$ cat config.mk
export PLATFORM = sky130hd
export DESIGN_NAME = ysyx_22051013_idu_pipe_flat
export DESIGN_NICKNAME = d
export VERILOG_FILES = /design/src/rtl/ysyx_22051013_idu_pipe_pkg.sv /design/src/rtl/ysyx_22051013_idu_pipe_if.sv /design/src/rtl/ysyx_22051013_idu_decode.sv /design/src/rtl/ysyx_22051013_idu_pipe.sv /design/src/flat_wrapper.sv
export SDC_FILE = /design/constraint.sdc
export NUM_CORES = 1
export LEC_CHECK = 0
export CAP_MARGIN = 30
export CORE_AREA = 2 2 253 255
export DETAILED_ROUTE_END_ITERATION = 7
export DIE_AREA = 0 0 255 257
export DONT_BUFFER_PORTS = 1
export SETUP_SLACK_MARGIN = 0.5
export SLEW_MARGIN = 10
export SYNTH_ARGS = -nofsm -noshare
export SYNTH_HDL_FRONTEND = slang
export SYNTH_HIERARCHICAL = 1
export SYNTH_SLANG_ARGS = --single-unit
$ cat constraint.sdc
create_clock -name clk -period 4.2 [get_ports clk]
set_input_delay 1.05 -clock clk [delete_from_list [all_inputs] [get_ports clk]]
set_output_delay 1.05 -clock clk [all_outputs]
set_load 0.005 [all_outputs]
$ cat src/rtl/ysyx_22051013_idu_pipe_pkg.sv
// Shared definitions for the pipelined RV64I decode stage: default widths,
// opcode map, ALU-op encoding, load/store and write-back control encodings.
package ysyx_22051013_idu_pipe_pkg;

    localparam int XLEN_DEF = 64;
    localparam int PC_W_DEF = 64;
    localparam int RA_W_DEF = 5;

    // Major opcodes (inst[6:0])
    localparam logic [6:0] OPC_LUI     = 7'b0110111;
    localparam logic [6:0] OPC_AUIPC   = 7'b0010111;
    localparam logic [6:0] OPC_JAL     = 7'b1101111;
    localparam logic [6:0] OPC_JALR    = 7'b1100111;
    localparam logic [6:0] OPC_BRANCH  = 7'b1100011;
    localparam logic [6:0] OPC_LOAD    = 7'b0000011;
    localparam logic [6:0] OPC_STORE   = 7'b0100011;
    localparam logic [6:0] OPC_OPIMM   = 7'b0010011;
    localparam logic [6:0] OPC_OPIMM32 = 7'b0011011;
    localparam logic [6:0] OPC_OP      = 7'b0110011;
    localparam logic [6:0] OPC_OP32    = 7'b0111011;

    // Instruction class, upper nibble of the 8-bit ALU op
    typedef enum logic [3:0] {
        CLS_NONE    = 4'd0,
        CLS_OP      = 4'd1,
        CLS_OPIMM   = 4'd2,
        CLS_OP32    = 4'd3,
        CLS_OPIMM32 = 4'd4,
        CLS_LUI     = 4'd5,
        CLS_AUIPC   = 4'd6,
        CLS_JAL     = 4'd7,
        CLS_JALR    = 4'd8,
        CLS_BRANCH  = 4'd9,
        CLS_LOAD    = 4'd10,
        CLS_STORE   = 4'd11
    } op_cls_e;

    // ALU op = {class, funct3, alternate (SUB/SRA) bit}
    localparam logic [7:0] INST_AUIPC = {4'(CLS_AUIPC), 4'b0000};
    localparam logic [7:0] INST_JAL   = {4'(CLS_JAL),   4'b0000};

    // lsctl: 1uss = load (u = unsigned, ss = size), 01ss = store, 0000 = none
    localparam logic [3:0] LS_NONE = 4'b0000;

    // wbctl: write-back source select
    localparam logic [1:0] WB_NONE = 2'b00;
    localparam logic [1:0] WB_ALU  = 2'b01;
    localparam logic [1:0] WB_MEM  = 2'b10;
    localparam logic [1:0] WB_PC4  = 2'b11;

    function automatic logic [7:0] mk_aluop(input op_cls_e cls, input logic [2:0] f3,
                                            input logic alt);
        return {4'(cls), f3, alt};
    endfunction

    function automatic logic is_load(input logic [3:0] lsctl);
        return lsctl[3];
    endfunction

endpackage

$ cat src/rtl/ysyx_22051013_idu_pipe_if.sv
// Bus bundle around the decode stage: IFU handshake, regfile read port,
// EX/MEM bypass inputs, redirect, and the ID/EX register towards the EXU.
interface ysyx_22051013_idu_pipe_if
    import ysyx_22051013_idu_pipe_pkg::*;
#(
    parameter int XLEN = XLEN_DEF,
    parameter int PC_W = PC_W_DEF,
    parameter int RA_W = RA_W_DEF
);
    logic            in_valid;
    logic            in_ready;
    logic [31:0]     inst_i;
    logic [PC_W-1:0] pc_i;
    logic [RA_W-1:0] rs1_addr;
    logic [RA_W-1:0] rs2_addr;
    logic [XLEN-1:0] rs1_data;
    logic [XLEN-1:0] rs2_data;
    logic            mem_rd_ena;
    logic [RA_W-1:0] mem_rd_addr;
    logic [XLEN-1:0] mem_rd_data;
    logic [XLEN-1:0] ex_result_i;
    logic            flush_i;
    logic            out_valid;
    logic            out_ready;
    logic [XLEN-1:0] op1;
    logic [XLEN-1:0] op2;
    logic [XLEN-1:0] imm;
    logic [PC_W-1:0] pc_o;
    logic            rd_ena;
    logic [RA_W-1:0] rd_addr;
    logic [7:0]      alusrc_o;
    logic [3:0]      lsctl_o;
    logic [1:0]      wbctl_o;
    logic            branch_o;
    logic            jump_o;

    // Decode stage side
    modport slave (
        input  in_valid, inst_i, pc_i, rs1_data, rs2_data,
               mem_rd_ena, mem_rd_addr, mem_rd_data, ex_result_i,
               flush_i, out_ready,
        output in_ready, rs1_addr, rs2_addr, out_valid, op1, op2, imm, pc_o,
               rd_ena, rd_addr, alusrc_o, lsctl_o, wbctl_o, branch_o, jump_o
    );

    // Surrounding pipeline (IFU, regfile, EXU, MEM) side
    modport master (
        output in_valid, inst_i, pc_i, rs1_data, rs2_data,
               mem_rd_ena, mem_rd_addr, mem_rd_data, ex_result_i,
               flush_i, out_ready,
        input  in_ready, rs1_addr, rs2_addr, out_valid, op1, op2, imm, pc_o,
               rd_ena, rd_addr, alusrc_o, lsctl_o, wbctl_o, branch_o, jump_o
    );

endinterface

$ cat src/rtl/ysyx_22051013_idu_decode.sv
// Combinational RV64I instruction decoder: source/immediate usage, extended
// immediate, jump/branch flags and ALU / load-store / write-back control.
module ysyx_22051013_idu_decode
    import ysyx_22051013_idu_pipe_pkg::*;
#(
    parameter int XLEN = XLEN_DEF
) (
    input  logic [31:0]     i_inst,
    output logic            o_rs1_ena,
    output logic            o_rs2_ena,
    output logic            o_imm_ena,
    output logic [XLEN-1:0] o_imm,
    output logic            o_jump,
    output logic            o_branch,
    output logic [7:0]      o_alusrc,
    output logic [3:0]      o_lsctl,
    output logic [1:0]      o_wbctl,
    output logic [4:0]      o_rs1,
    output logic [4:0]      o_rs2,
    output logic [4:0]      o_rd
);

    logic [6:0]      w_opc;
    logic [2:0]      w_f3;
    logic [XLEN-1:0] w_imm_i;
    logic [XLEN-1:0] w_imm_s;
    logic [XLEN-1:0] w_imm_b;
    logic [XLEN-1:0] w_imm_u;
    logic [XLEN-1:0] w_imm_j;

    assign w_opc = i_inst[6:0];
    assign w_f3  = i_inst[14:12];
    assign o_rs1 = i_inst[19:15];
    assign o_rs2 = i_inst[24:20];
    assign o_rd  = i_inst[11:7];

    assign w_imm_i = {{(XLEN-12){i_inst[31]}}, i_inst[31:20]};
    assign w_imm_s = {{(XLEN-12){i_inst[31]}}, i_inst[31:25], i_inst[11:7]};
    assign w_imm_b = {{(XLEN-13){i_inst[31]}}, i_inst[31], i_inst[7], i_inst[30:25],
                      i_inst[11:8], 1'b0};
    assign w_imm_u = {{(XLEN-32){i_inst[31]}}, i_inst[31:12], 12'b0};
    assign w_imm_j = {{(XLEN-21){i_inst[31]}}, i_inst[31], i_inst[19:12], i_inst[20],
                      i_inst[30:21], 1'b0};

    // Per-opcode selection of operand usage, immediate format and control buses
    always_comb begin
        o_rs1_ena = 1'b0;
        o_rs2_ena = 1'b0;
        o_imm_ena = 1'b0;
        o_imm     = '0;
        o_jump    = 1'b0;
        o_branch  = 1'b0;
        o_alusrc  = '0;
        o_lsctl   = LS_NONE;
        o_wbctl   = WB_NONE;
        case (w_opc)
            OPC_LUI: begin
                o_imm_ena = 1'b1;
                o_imm     = w_imm_u;
                o_alusrc  = mk_aluop(CLS_LUI, 3'b000, 1'b0);
                o_wbctl   = WB_ALU;
            end
            OPC_AUIPC: begin
                o_imm_ena = 1'b1;
                o_imm     = w_imm_u;
                o_alusrc  = mk_aluop(CLS_AUIPC, 3'b000, 1'b0);
                o_wbctl   = WB_ALU;
            end
            OPC_JAL: begin
                o_imm_ena = 1'b1;
                o_imm     = w_imm_j;
                o_jump    = 1'b1;
                o_alusrc  = mk_aluop(CLS_JAL, 3'b000, 1'b0);
                o_wbctl   = WB_PC4;
            end
            OPC_JALR: begin
                o_rs1_ena = 1'b1;
                o_imm_ena = 1'b1;
                o_imm     = w_imm_i;
                o_jump    = 1'b1;
                o_alusrc  = mk_aluop(CLS_JALR, 3'b000, 1'b0);
                o_wbctl   = WB_PC4;
            end
            OPC_BRANCH: begin
                o_rs1_ena = 1'b1;
                o_rs2_ena = 1'b1;
                o_imm_ena = 1'b1;
                o_imm     = w_imm_b;
                o_branch  = 1'b1;
                o_alusrc  = mk_aluop(CLS_BRANCH, w_f3, 1'b0);
            end
            OPC_LOAD: begin
                o_rs1_ena = 1'b1;
                o_imm_ena = 1'b1;
                o_imm     = w_imm_i;
                o_alusrc  = mk_aluop(CLS_LOAD, w_f3, 1'b0);
                o_lsctl   = {1'b1, w_f3};
                o_wbctl   = WB_MEM;
            end
            OPC_STORE: begin
                o_rs1_ena = 1'b1;
                o_rs2_ena = 1'b1;
                o_imm_ena = 1'b1;
                o_imm     = w_imm_s;
                o_alusrc  = mk_aluop(CLS_STORE, w_f3, 1'b0);
                o_lsctl   = {2'b01, w_f3[1:0]};
            end
            OPC_OPIMM: begin
                o_rs1_ena = 1'b1;
                o_imm_ena = 1'b1;
                o_imm     = w_imm_i;
                o_alusrc  = mk_aluop(CLS_OPIMM, w_f3, (w_f3 == 3'b101) & i_inst[30]);
                o_wbctl   = WB_ALU;
            end
            OPC_OPIMM32: begin
                o_rs1_ena = 1'b1;
                o_imm_ena = 1'b1;
                o_imm     = w_imm_i;
                o_alusrc  = mk_aluop(CLS_OPIMM32, w_f3, (w_f3 == 3'b101) & i_inst[30]);
                o_wbctl   = WB_ALU;
            end
            OPC_OP: begin
                o_rs1_ena = 1'b1;
                o_rs2_ena = 1'b1;
                o_alusrc  = mk_aluop(CLS_OP, w_f3, i_inst[30]);
                o_wbctl   = WB_ALU;
            end
            OPC_OP32: begin
                o_rs1_ena = 1'b1;
                o_rs2_ena = 1'b1;
                o_alusrc  = mk_aluop(CLS_OP32, w_f3, i_inst[30]);
                o_wbctl   = WB_ALU;
            end
            default: begin
                o_rs1_ena = 1'b0;
            end
        endcase
    end

endmodule

$ cat src/rtl/ysyx_22051013_idu_pipe.sv
// Pipelined RV64I decode stage with ID/EX register, RAW interlock and redirect
// flush. Optional EX/MEM operand forwarding is enabled by defining the macro
// YSYX_22051013_IDU_FWD_EN; without it the stage fully interlocks.
module ysyx_22051013_idu_pipe
    import ysyx_22051013_idu_pipe_pkg::*;
#(
    parameter int XLEN = XLEN_DEF,
    parameter int PC_W = PC_W_DEF,
    parameter int RA_W = RA_W_DEF
) (
    input  logic                      clk,
    input  logic                      rst,
    ysyx_22051013_idu_pipe_if.slave   bus
);

    // Decoder outputs
    logic            w_rs1_ena;
    logic            w_rs2_ena;
    logic            w_imm_ena;
    logic [XLEN-1:0] w_imm;
    logic            w_jump;
    logic            w_branch;
    logic [7:0]      w_alusrc;
    logic [3:0]      w_lsctl;
    logic [1:0]      w_wbctl;
    logic [4:0]      w_dec_rs1;
    logic [4:0]      w_dec_rs2;
    logic [4:0]      w_dec_rd;

    // Hazard / operand selection
    logic [RA_W-1:0] w_rs1_addr;
    logic [RA_W-1:0] w_rs2_addr;
    logic            w_rd_ena;
    logic            w_held1;
    logic            w_held2;
    logic            w_mem1;
    logic            w_mem2;
    logic            w_hz1;
    logic            w_hz2;
    logic            w_hazard;
    logic            w_in_ready;
    logic            w_fire;
    logic [XLEN-1:0] w_src1;
    logic [XLEN-1:0] w_src2;
    logic [XLEN-1:0] w_op1;
    logic [XLEN-1:0] w_op2;

    // ID/EX register
    logic            r_valid;
    logic [XLEN-1:0] r_op1;
    logic [XLEN-1:0] r_op2;
    logic [XLEN-1:0] r_imm;
    logic [PC_W-1:0] r_pc;
    logic            r_rd_ena;
    logic [RA_W-1:0] r_rd_addr;
    logic [7:0]      r_alusrc;
    logic [3:0]      r_lsctl;
    logic [1:0]      r_wbctl;
    logic            r_branch;
    logic            r_jump;

    ysyx_22051013_idu_decode #(
        .XLEN (XLEN)
    ) u_decode (
        .i_inst    (bus.inst_i),
        .o_rs1_ena (w_rs1_ena),
        .o_rs2_ena (w_rs2_ena),
        .o_imm_ena (w_imm_ena),
        .o_imm     (w_imm),
        .o_jump    (w_jump),
        .o_branch  (w_branch),
        .o_alusrc  (w_alusrc),
        .o_lsctl   (w_lsctl),
        .o_wbctl   (w_wbctl),
        .o_rs1     (w_dec_rs1),
        .o_rs2     (w_dec_rs2),
        .o_rd      (w_dec_rd)
    );

    // Unused sources read as x0, so they can never match a destination
    assign w_rs1_addr = w_rs1_ena ? RA_W'(w_dec_rs1) : '0;
    assign w_rs2_addr = w_rs2_ena ? RA_W'(w_dec_rs2) : '0;
    assign w_rd_ena   = (w_dec_rd != 5'd0) && (w_wbctl != WB_NONE);

    // Destination matches against the held instruction and the EX/MEM one
    assign w_held1 = (w_rs1_addr != '0) & r_valid & r_rd_ena & (r_rd_addr == w_rs1_addr);
    assign w_held2 = (w_rs2_addr != '0) & r_valid & r_rd_ena & (r_rd_addr == w_rs2_addr);
    assign w_mem1  = (w_rs1_addr != '0) & bus.mem_rd_ena & (bus.mem_rd_addr == w_rs1_addr);
    assign w_mem2  = (w_rs2_addr != '0) & bus.mem_rd_ena & (bus.mem_rd_addr == w_rs2_addr);

`ifdef YSYX_22051013_IDU_FWD_EN
    // Only a load still in EXU cannot be bypassed; everything else is forwarded
    assign w_hz1  = w_held1 & is_load(r_lsctl);
    assign w_hz2  = w_held2 & is_load(r_lsctl);
    assign w_src1 = w_held1 ? bus.ex_result_i : (w_mem1 ? bus.mem_rd_data : bus.rs1_data);
    assign w_src2 = w_held2 ? bus.ex_result_i : (w_mem2 ? bus.mem_rd_data : bus.rs2_data);
`else
    // Full interlock: wait until the producer has left EX/MEM and written back
    logic w_unused_fwd;
    assign w_unused_fwd = ^{bus.ex_result_i, bus.mem_rd_data};
    assign w_hz1  = w_held1 | w_mem1;
    assign w_hz2  = w_held2 | w_mem2;
    assign w_src1 = bus.rs1_data;
    assign w_src2 = bus.rs2_data;
`endif

    assign w_hazard   = bus.in_valid & (w_hz1 | w_hz2);
    assign w_in_ready = ~w_hazard & (~r_valid | bus.out_ready);
    assign w_fire     = bus.in_valid & w_in_ready;

    assign w_op1 = w_rs1_ena ? w_src1 :
                   ((w_alusrc == INST_AUIPC) || (w_alusrc == INST_JAL)) ? XLEN'(bus.pc_i) :
                   '0;
    assign w_op2 = w_rs2_ena ? w_src2 : (w_imm_ena ? w_imm : '0);

    // ID/EX valid: flush beats a new accept, which beats a drain
    always_ff @(posedge clk or negedge rst) begin
        if (!rst) begin
            r_valid <= 1'b0;
        end else if (bus.flush_i) begin
            r_valid <= 1'b0;
        end else if (w_fire) begin
            r_valid <= 1'b1;
        end else if (bus.out_ready) begin
            r_valid <= 1'b0;
        end
    end

    // ID/EX payload: loaded only on an accepted, non-flushed instruction
    always_ff @(posedge clk or negedge rst) begin
        if (!rst) begin
            r_op1     <= '0;
            r_op2     <= '0;
            r_imm     <= '0;
            r_pc      <= '0;
            r_rd_ena  <= 1'b0;
            r_rd_addr <= '0;
            r_alusrc  <= '0;
            r_lsctl   <= LS_NONE;
            r_wbctl   <= WB_NONE;
            r_branch  <= 1'b0;
            r_jump    <= 1'b0;
        end else if (w_fire && !bus.flush_i) begin
            r_op1     <= w_op1;
            r_op2     <= w_op2;
            r_imm     <= w_imm;
            r_pc      <= bus.pc_i;
            r_rd_ena  <= w_rd_ena;
            r_rd_addr <= RA_W'(w_dec_rd);
            r_alusrc  <= w_alusrc;
            r_lsctl   <= w_lsctl;
            r_wbctl   <= w_wbctl;
            r_branch  <= w_branch;
            r_jump    <= w_jump;
        end
    end

    assign bus.in_ready  = w_in_ready;
    assign bus.rs1_addr  = w_rs1_addr;
    assign bus.rs2_addr  = w_rs2_addr;
    assign bus.out_valid = r_valid;
    assign bus.op1       = r_op1;
    assign bus.op2       = r_op2;
    assign bus.imm       = r_imm;
    assign bus.pc_o      = r_pc;
    assign bus.rd_ena    = r_rd_ena;
    assign bus.rd_addr   = r_rd_addr;
    assign bus.alusrc_o  = r_alusrc;
    assign bus.lsctl_o   = r_lsctl;
    assign bus.wbctl_o   = r_wbctl;
    assign bus.branch_o  = r_branch;
    assign bus.jump_o    = r_jump;

endmodule

$ cat src/flat_wrapper.sv
// flat-port wrapper written by rule: the top's interface ports become plain ports
module ysyx_22051013_idu_pipe_flat import ysyx_22051013_idu_pipe_pkg::*;
#(
    parameter int XLEN = XLEN_DEF,
    parameter int PC_W = PC_W_DEF,
    parameter int RA_W = RA_W_DEF
)
  (clk, rst, bus_in_valid, bus_inst_i, bus_pc_i, bus_rs1_data, bus_rs2_data, bus_mem_rd_ena, bus_mem_rd_addr, bus_mem_rd_data, bus_ex_result_i, bus_flush_i, bus_out_ready, bus_in_ready, bus_rs1_addr, bus_rs2_addr, bus_out_valid, bus_op1, bus_op2, bus_imm, bus_pc_o, bus_rd_ena, bus_rd_addr, bus_alusrc_o, bus_lsctl_o, bus_wbctl_o, bus_branch_o, bus_jump_o);
  ysyx_22051013_idu_pipe_if #(.XLEN(XLEN), .PC_W(PC_W), .RA_W(RA_W)) bus_i ();
  input  logic clk;
  input  logic rst;
  input wire logic [$bits(bus_i.in_valid)-1:0] bus_in_valid;
  input wire logic [$bits(bus_i.inst_i)-1:0] bus_inst_i;
  input wire logic [$bits(bus_i.pc_i)-1:0] bus_pc_i;
  input wire logic [$bits(bus_i.rs1_data)-1:0] bus_rs1_data;
  input wire logic [$bits(bus_i.rs2_data)-1:0] bus_rs2_data;
  input wire logic [$bits(bus_i.mem_rd_ena)-1:0] bus_mem_rd_ena;
  input wire logic [$bits(bus_i.mem_rd_addr)-1:0] bus_mem_rd_addr;
  input wire logic [$bits(bus_i.mem_rd_data)-1:0] bus_mem_rd_data;
  input wire logic [$bits(bus_i.ex_result_i)-1:0] bus_ex_result_i;
  input wire logic [$bits(bus_i.flush_i)-1:0] bus_flush_i;
  input wire logic [$bits(bus_i.out_ready)-1:0] bus_out_ready;
  output wire logic [$bits(bus_i.in_ready)-1:0] bus_in_ready;
  output wire logic [$bits(bus_i.rs1_addr)-1:0] bus_rs1_addr;
  output wire logic [$bits(bus_i.rs2_addr)-1:0] bus_rs2_addr;
  output wire logic [$bits(bus_i.out_valid)-1:0] bus_out_valid;
  output wire logic [$bits(bus_i.op1)-1:0] bus_op1;
  output wire logic [$bits(bus_i.op2)-1:0] bus_op2;
  output wire logic [$bits(bus_i.imm)-1:0] bus_imm;
  output wire logic [$bits(bus_i.pc_o)-1:0] bus_pc_o;
  output wire logic [$bits(bus_i.rd_ena)-1:0] bus_rd_ena;
  output wire logic [$bits(bus_i.rd_addr)-1:0] bus_rd_addr;
  output wire logic [$bits(bus_i.alusrc_o)-1:0] bus_alusrc_o;
  output wire logic [$bits(bus_i.lsctl_o)-1:0] bus_lsctl_o;
  output wire logic [$bits(bus_i.wbctl_o)-1:0] bus_wbctl_o;
  output wire logic [$bits(bus_i.branch_o)-1:0] bus_branch_o;
  output wire logic [$bits(bus_i.jump_o)-1:0] bus_jump_o;
  assign bus_i.in_valid = bus_in_valid;
  assign bus_i.inst_i = bus_inst_i;
  assign bus_i.pc_i = bus_pc_i;
  assign bus_i.rs1_data = bus_rs1_data;
  assign bus_i.rs2_data = bus_rs2_data;
  assign bus_i.mem_rd_ena = bus_mem_rd_ena;
  assign bus_i.mem_rd_addr = bus_mem_rd_addr;
  assign bus_i.mem_rd_data = bus_mem_rd_data;
  assign bus_i.ex_result_i = bus_ex_result_i;
  assign bus_i.flush_i = bus_flush_i;
  assign bus_i.out_ready = bus_out_ready;
  assign bus_in_ready = bus_i.in_ready;
  assign bus_rs1_addr = bus_i.rs1_addr;
  assign bus_rs2_addr = bus_i.rs2_addr;
  assign bus_out_valid = bus_i.out_valid;
  assign bus_op1 = bus_i.op1;
  assign bus_op2 = bus_i.op2;
  assign bus_imm = bus_i.imm;
  assign bus_pc_o = bus_i.pc_o;
  assign bus_rd_ena = bus_i.rd_ena;
  assign bus_rd_addr = bus_i.rd_addr;
  assign bus_alusrc_o = bus_i.alusrc_o;
  assign bus_lsctl_o = bus_i.lsctl_o;
  assign bus_wbctl_o = bus_i.wbctl_o;
  assign bus_branch_o = bus_i.branch_o;
  assign bus_jump_o = bus_i.jump_o;
  ysyx_22051013_idu_pipe #(.XLEN(XLEN), .PC_W(PC_W), .RA_W(RA_W)) u_core (.clk(clk), .rst(rst), .bus(bus_i));
endmodule
==> key figures, run 1 <==
Yosys
  – Async SR Flop Fraction: 100%
  – Syn_nets: 1377
  – Ys flop type: dfrtp_1
  – Synthesized area: 13200 µm²
  – YS warnings: 6
  – Yosys top cell area share: 52.8%
  – Synth top area cells: dfrtp_1, mux2_1, a22o_1
  – Cell accounting for the most synthesized area: dfrtp_1
  – Synth Register Bits: between 200 and 300
  – Sequential fraction of the synthesis area: 52.8%
  – Syn Inst Count: slightly above 1k
  – Post-synth EDFFs: 0
  – Synth unique cells: 53
  – Syn Area/Cell: between 10 and 15 µm²

Route
  – DRT iter0 DRCs: 499
  – DRT antenna net count: 0
  – Wire per inst: 22.0 µm
  – Via density: between 4 and 5
  – Vias: 8465
  – Drt drc: 0
  – WL final: 40800 µm
  – Total iterations of the first detailed-routing run: 4

GRT
  – Global-route wire length before repair: 58500 µm
  – Global-route usage over all layers: 11.9%
  – Vias in the first global route: 9092
  – Initial antenna violation count: 2
  – Largest net degree at the start of global routing: 280
  – Global route overflow: 0

Die
  – Die ar.: 65500 µm²
  – Die Span Y: approximately 260 µm
  – Die width: around 260 µm
  – Ports: 653
  – Initial Util: 21.1%
  – Placeable Area: 62700 µm²
  – Rows: 92

Worst setup path
  – CP required: 3.15 ns
  – CP arrival: 2.66 ns
  – Crit path max fanout: 17
  – Critical Path Start Type: input port
  – Slowest stage delay, CP: a little over 0.3 ns
  – Worst Setup Path Type: in -> out
  – CP endpoint kind: primary output
  – Critical Path, Cell by Cell: nor2b_4 > nor3_2 > and3_4 > and2_1 > or2_2 > o32ai_2 > a32oi_1 > o22ai_2 > a21oi_2
  – Slowest cell on crit path: or2_2

Pwr
  – Leak pwr: 7.11 nW
  – Sequential power share: 46.7%
  – Logic pwr share: 6.6%
  – Power per Cell Area: 426 nW/µm²
  – Sw Share: 24.0%
  – Worst IR Drop VDD: around 250 µV
  – P_sw: roughly 0.0016 W
  – Clk pwr share: 46.6%
  – Int Power: around 0.005 W

STA
  – RSZ-0062 raised after global routing: true
  – Fmax: ~270 MHz
  – Total Neg Setup Slack: 0 ns
  – Final cycle utilization of the critical path: 88.3%
  – Relative slew slack: 34.5%
  – Final hold violation count: 0
  – Setup skew after layout: 0.0131 ns
  – # setup viols final: 0
  – Max Slew Vio Count: 0
  – Hold_ws: around 0.21 ns
  – Worst-Margin Slew: 0.980 ns
  – Final min period: 3.71 ns

CTS
  – Clk buf depth: 3
  – CTS Hold Bufs: 0
  – H-tree depth: 2
  – Clock transition at path regs: roughly 0.06 ns
  – Clock Root Buffer: clkbuf_16
  – Clk_lat worst skew: 0.53 ns
  – Clock sinks: 279
  – TritonCTS buffer count: 34
  – CTS tree: yes

Finish
  – Layout cells sized above 1: 18.8%
  – Synth-to-Final Area Change: 15.9%
  – Nets@finish: 1347
  – Fillers: 6572

Placed design
  – Input/output buffers: 0
  – Placer Congestion: 0.850
  – Final HPWL DP: 30300 µm

Run
  – Total of max-cap violations: 0

Status
  – Status: finished, final reports clean

Hold path
  – HP Class: in -> async
[area by class of cell]
type / count / area, µm² / share of cell area [%]
Inverter: 15 / 56.3 / 0.367
Clock buffer: 43 / 955 / 6.23
Clock inverter: 16 / 216 / 1.41
Sequential cell: 279 / 6980 / 45.5
Tap cell: 846 / 1060 / 6.90
Antenna cell: 2 / 5.00 / 0.0326
Timing Repair Buffer: 53 / 518 / 3.38
Multi-Input combinational cell: 601 / 5550 / 36.2
[placed cells by master, fill, tap and decap left out, types with 3 or more instances in the layout]
master     synthesis  routed
clkinv_2           0       4
and2_1            17      16
dfrtp_1          279     279
nand2_1           16      16
nand4b_1           3       3
mux2_1           219     219
nor2b_1            6       4
a31oi_1            6       6
nor3_1             7       6
inv_6              0       3
bufinv_16          0       4
a22o_1           133     133
nor2_1            21      19
o21ai_0           11      11
clkbuf_16          0      34
and3_1             4       3
nand4_1            3       3
inv_1             15      15
nand2b_1           7       7
o211ai_1           3       3
buf_12             0       9
clkinv_4           0       3
clkbuf_8           0       7
buf_4             71      42
mux2_2            59      59
nor4_1             4       3
xnor2_1            5       5
a21oi_1           13      12
a21o_1            11      11
nand3_1           12      12
[registers in the layout, summed over array words and instances, names as in the netlist, 2 cells and up]
register and cells:
u_core/bus.pc_o 64, u_core/bus.lsctl_o 4, u_core/bus.imm 64, u_core/bus.op2 64, u_core/bus.wbctl_o 2, u_core/bus.rd_addr 5
u_core/bus.op1 64, u_core/bus.alusrc_o 8
[final timing paths]
path / to / slack [ns] / startpoint / cells past startpoint
min in group clk: u_core/bus.pc_o[18]$_DFFE_PN0P_ / 0.52 / u_core/bus.pc_o[18]$_DFFE_PN0P_ / 1
hold / removal: u_core/bus.op2[26]$_DFFE_PN0P_ / 0.21 / rst / 0
setup reg to reg: u_core/bus.op1[59]$_DFFE_PN0P_ / 1.28 / u_core/bus.rd_addr[4]$_DFFE_PN0P_ / 10
setup / recovery: bus_in_ready / 0.49 / bus_inst_i[3] / 9
max in group asynchronous: u_core/bus.op1[10]$_DFFE_PN0P_ / 3.56 / rst / 0
hold reg to reg: u_core/bus.pc_o[18]$_DFFE_PN0P_ / 0.52 / u_core/bus.pc_o[18]$_DFFE_PN0P_ / 1
[critical path, delay by kind of cell]
family | cells | cell delay [ns]
and+or+nand+nor | 5 | 0.89
AOI/OAI and AO/OA | 4 | 0.70
[power by group through the flow]
stage	Combinational (W)	Sequential, W	Clock (W)
5_1_grt	0.000471	0.00308	0.00326
4_1_cts	0.000436	0.00306	0.00315
6_report	0.000433	0.00305	0.00305
3_5_place_dp	0.000432	0.00310	0
3_3_place_gp	0.000412	0.00310	0
2_1_floorplan	0.000369	0.00303	0
[logic make-up after synthesis]
family / share of synthesized area [%]
AO/OA/AOI/OAI: 12.3
XOR/XNOR: 0.397
buffers and inverters: 5.94
flip-flops: 52.8
multiplexers: 23.7
AND/OR/NAND/NOR: 4.83
[metrics by stage]
| stage | setup slack, ns | instances | cell area (µm²) | power, W | util (%) |
|---|---|---|---|---|---|
| 2_1_floorplan | 0.427 | 1014 | 13300 | 0.00340 | - |
| 3_3_place_gp | 0.0707 | 1789 | 14100 | 0.00351 | 22.4 |
| 3_5_place_dp | 0.0489 | 1789 | 14100 | 0.00353 | 22.4 |
| 4_1_cts | 0.516 | 1853 | 15300 | 0.00665 | 24.4 |
| 5_1_grt | 0.425 | 1853 | 15300 | 0.00680 | 24.4 |
| 6_report | 0.491 | 1855 | 15300 | 0.00654 | 24.4 |
[Yosys cell counts (2+ instances only)]
cell / count
a2111oi_0: 2
a211oi_1: 2
a21o_1: 11
a21oi_1: 13
a221oi_1: 2
a22o_1: 133
a31oi_1: 6
a32oi_1: 2
and2_1: 17
and3_1: 4
buf_2: 13
buf_4: 71
clkbuf_1: 34
dfrtp_1: 279
inv_1: 15
mux2_1: 219
mux2_2: 59
nand2_1: 16
nand2b_1: 7
nand3_1: 12
nand4_1: 3
nand4b_1: 3
nor2_1: 21
nor2b_1: 6
nor3_1: 7
nor3b_1: 2
nor4_1: 4
o211ai_1: 3
o21a_1: 2
o21ai_0: 11
o21ai_1: 2
o22ai_1: 3
o32ai_1: 3
or2_2: 2
or3_1: 2
or4_1: 2
xnor2_1: 5
[what timing repair did]
item / in CTS / in global routing
setup buffers: 5 / 0
pin swaps: 7 / 2
endpoints found under the setup margin: 1 / 1
gates resized for setup: 10 / 2
[layer usage]
metal	up-vias	track usage [%]	routed length [µm]
li1	3645	-	-
met1	4286	13.6	15500
met2	480	20.4	19700
met3	54	4.52	4600
met4	0	3.69	969
met5	-	0	0
Note: power is estimated with default switching activity, not from simulation.
==> inputs of run 2 (changes only) <==
--- a/config.mk
+++ b/config.mk
@@ -5,11 +5,11 @@
 export SDC_FILE = /design/constraint.sdc
 export NUM_CORES = 1
 export LEC_CHECK = 0
-export CAP_MARGIN = 30
 export CORE_AREA = 2 2 253 255
 export DETAILED_ROUTE_END_ITERATION = 7
 export DIE_AREA = 0 0 255 257
 export DONT_BUFFER_PORTS = 1
+export MAX_ROUTING_LAYER = met4
 export SETUP_SLACK_MARGIN = 0.5
 export SLEW_MARGIN = 10
 export SYNTH_ARGS = -nofsm -noshare
==> run 2 against run 1 <==
Against the previous run:
- global-route usage grew 0.34 points
- core utilization grew 0.090 points
- hold slack lost 0.0010 ns
- clock skew grew 0.0010 ns
- largest cell class unchanged
- non-clock buffer count grew 4
- via count grew 0.32%
- worst setup slack gained 0.0076 ns
- combinational power is essentially flat
- first-iteration DRC count grew 8.6%
- power is essentially flat
==> key figures, run 2 (synthesis results as in run 1) <==
STA
  – Relative slew slack: 35.7% (+1.1 points)
  – Max Slew Vio Count: 0 (unchanged)
  – Total Neg Setup Slack: 0 ns (unchanged)
  – Final min period: 3.70 ns (-0.00762 ns)
  – RSZ-0062 raised after global routing: true
  – Fmax: 270 MHz (+0.21%)
  – Final cycle utilization of the critical path: 88.1% (-0.18 points)
  – Worst-Margin Slew: 0.963 ns (-0.0170 ns)
  – Final hold violation count: 0 (unchanged)
  – # setup viols final: 0 (unchanged)
  – Setup skew after layout: 0.0141 ns (+0.00103 ns)

Die
  – Die width: 255 µm (unchanged)
  – Die Span Y: 257 µm (unchanged)
  – Placeable Area: 62700 µm² (unchanged)
  – Initial Util: 21.1% (unchanged)
  – Die ar.: 65500 µm² (unchanged)
  – Rows: 92 (unchanged)
  – Ports: 653 (unchanged)

Finish
  – Most frequent cells in the layout: dfrtp_1, mux2_1, a22o_1, mux2_2, buf_4
  – Layout cells sized above 1: 19.6% (+0.82 points)
  – Most common cell after layout, fill and taps aside: dfrtp_1
  – Non-filler cells in the finished layout: 1859 (+0.22%)
  – Nets@finish: 1351 (+0.30%)
  – Design area: 15400 µm² (+0.37%)
  – Synth-to-Final Area Change: 16.3%
  – Final Util: 24.5% (+0.090 points)

Route
  – DR WL met3: 4520 µm (-1.6%)
  – Routed length on met1: 15700 µm (+1.5%)
  – DRT antenna net count: 0 (unchanged)
  – Total iterations of the first detailed-routing run: 6 (+2)
  – Wire per inst: 22.0 µm (+0.11%)
  – Drt drc: 0 (unchanged)
  – WL met2: 19700 µm (-0.43%)
  – Via density: 4.57 (+0.10%)
  – WL final: 41000 µm (+0.33%)
  – DRT iter0 DRCs: 542 (+8.6%)
  – Vias: 8492 (+0.32%)
  – Uppermost layer routed: met4

CTS
  – H-tree depth: 2 (unchanged)
  – Clock Root Buffer: clkbuf_16
  – Clock sinks: 279 (unchanged)
  – Clk buf depth: 3 (unchanged)
  – CTS tree: yes
  – CTS Hold Bufs: 0 (unchanged)
  – Clock transition at path regs: 0.06 ns (about the same)
  – TritonCTS buffer count: 34 (unchanged)
  – Clk_lat worst skew: 0.53 ns (about the same)

Status
  – Status: finished, final reports clean

GRT
  – Global-route wire length before repair: 58500 µm (about the same)
  – Vias in the first global route: 9091 (-0.011%)
  – Global-route usage over all layers: 12.2% (+0.34 points)
  – Initial antenna violation count: 2 (unchanged)
  – Global route overflow: 0 (unchanged)
  – Largest net degree at the start of global routing: 280 (unchanged)

Worst setup path
  – R2r setup slk: 1.28 ns (about the same)
  – Critical Path Start Type: input port
  – RR Startpoint: u_core/bus.rd_addr[4]$_DFFE_PN0P_
  – Crit path max fanout: 17 (unchanged)
  – CP required: 3.15 ns (about the same)
  – CP arrival: 2.65 ns (about the same)
  – Worst-case reg-to-reg path depth: 10 (unchanged)
  – RR Endpoint: u_core/bus.op1[59]$_DFFE_PN0P_
  – CP endpoint kind: primary output
  – Worst Setup Path Type: in -> out

Pwr
  – Power per Cell Area: 425 nW/µm² (-0.30%)
  – Leak pwr: 7.15 nW (+0.55%)
  – Worst IR Drop VDD: 252 µV (+0.78%)
  – Tot Pwr: 0.00654 W (about the same)

Run
  – Total of max-cap violations: 0 (unchanged)

Placed design
  – Cells after DPL: 1789 (unchanged)
  – Post-DP Area: 14100 µm² (unchanged)
  – Placer Congestion: 0.863 (+1.6%)
  – Final HPWL DP: 30300 µm (unchanged)
  – Input/output buffers: 0 (unchanged)

Hold path
  – HP Class: in -> async
==> run 2: worst max-delay path: stages <==
cell and delay [ns]:
nor2b_4 0.17, nor3_2 0.06, and3_4 0.20, and2_1 0.15, or2_2 0.32, o32ai_2 0.23
a32oi_1 0.12, o22ai_2 0.23, a21oi_2 0.09
==> run 2: layer usage <==
| layer | vias up | GRT usage (%) |
|---|---|---|
| met5 | - | - |
| met4 | 0 | 3.69 |
| met3 | 57 | 4.55 |
| met2 | 470 | 20.4 |
| met1 | 4307 | 13.5 |
| li1 | 3658 | - |
==> run 2: area by class of cell <==
type,count,area [µm²]
fillers,6566,47300
flip-flops and latches,279,6980
multi-input cells,601,5570
well taps,846,1060
clock buffers,43,955
repair buffers,57,548
clock inverters,16,216
inverters,15,56.3
diodes,2,5.00
==> run 2: report_power, final <==
group / internal, W / switching [W] / total [W]
clock network: 0.00187 / 0.00118 / 0.00305
logic: 0.000229 / 0.000207 / 0.000436
registers: 0.00288 / 0.000178 / 0.00305
total: 0.00497 / 0.00157 / 0.00654
==> run 2: worst max path at each step <==
stage,cells after the start,slack [ns],endpoint,startpoint
5_1_grt,9,0.42,bus_in_ready,bus_inst_i[6]
3_5_place_dp,11,0.05,u_core/bus.op2[27]$_DFFE_PN0P_,bus_inst_i[3]
2_1_floorplan,11,0.43,bus_in_ready,bus_inst_i[5]
3_3_place_gp,11,0.07,u_core/bus.op2[44]$_DFFE_PN0P_,bus_inst_i[3]
6_report,9,0.50,bus_in_ready,bus_inst_i[3]
4_1_cts,9,0.52,bus_in_ready,bus_inst_i[6]
==> run 2: repair_timing <==
action	CTS	global route
setup endpoints to repair	1	1
setup buffers	5	4
resized for setup	10	10
pin swaps	7	10
gates cloned	0	0
==> run 2: stage by stage <==
stage	worst slack, ns	hold slack [ns]
global placement	0.0707	0.498
finish	0.499	0.206
floorplan	0.427	0.483
global route	0.423	0.160
CTS	0.516	0.164
detailed placement	0.0489	0.505
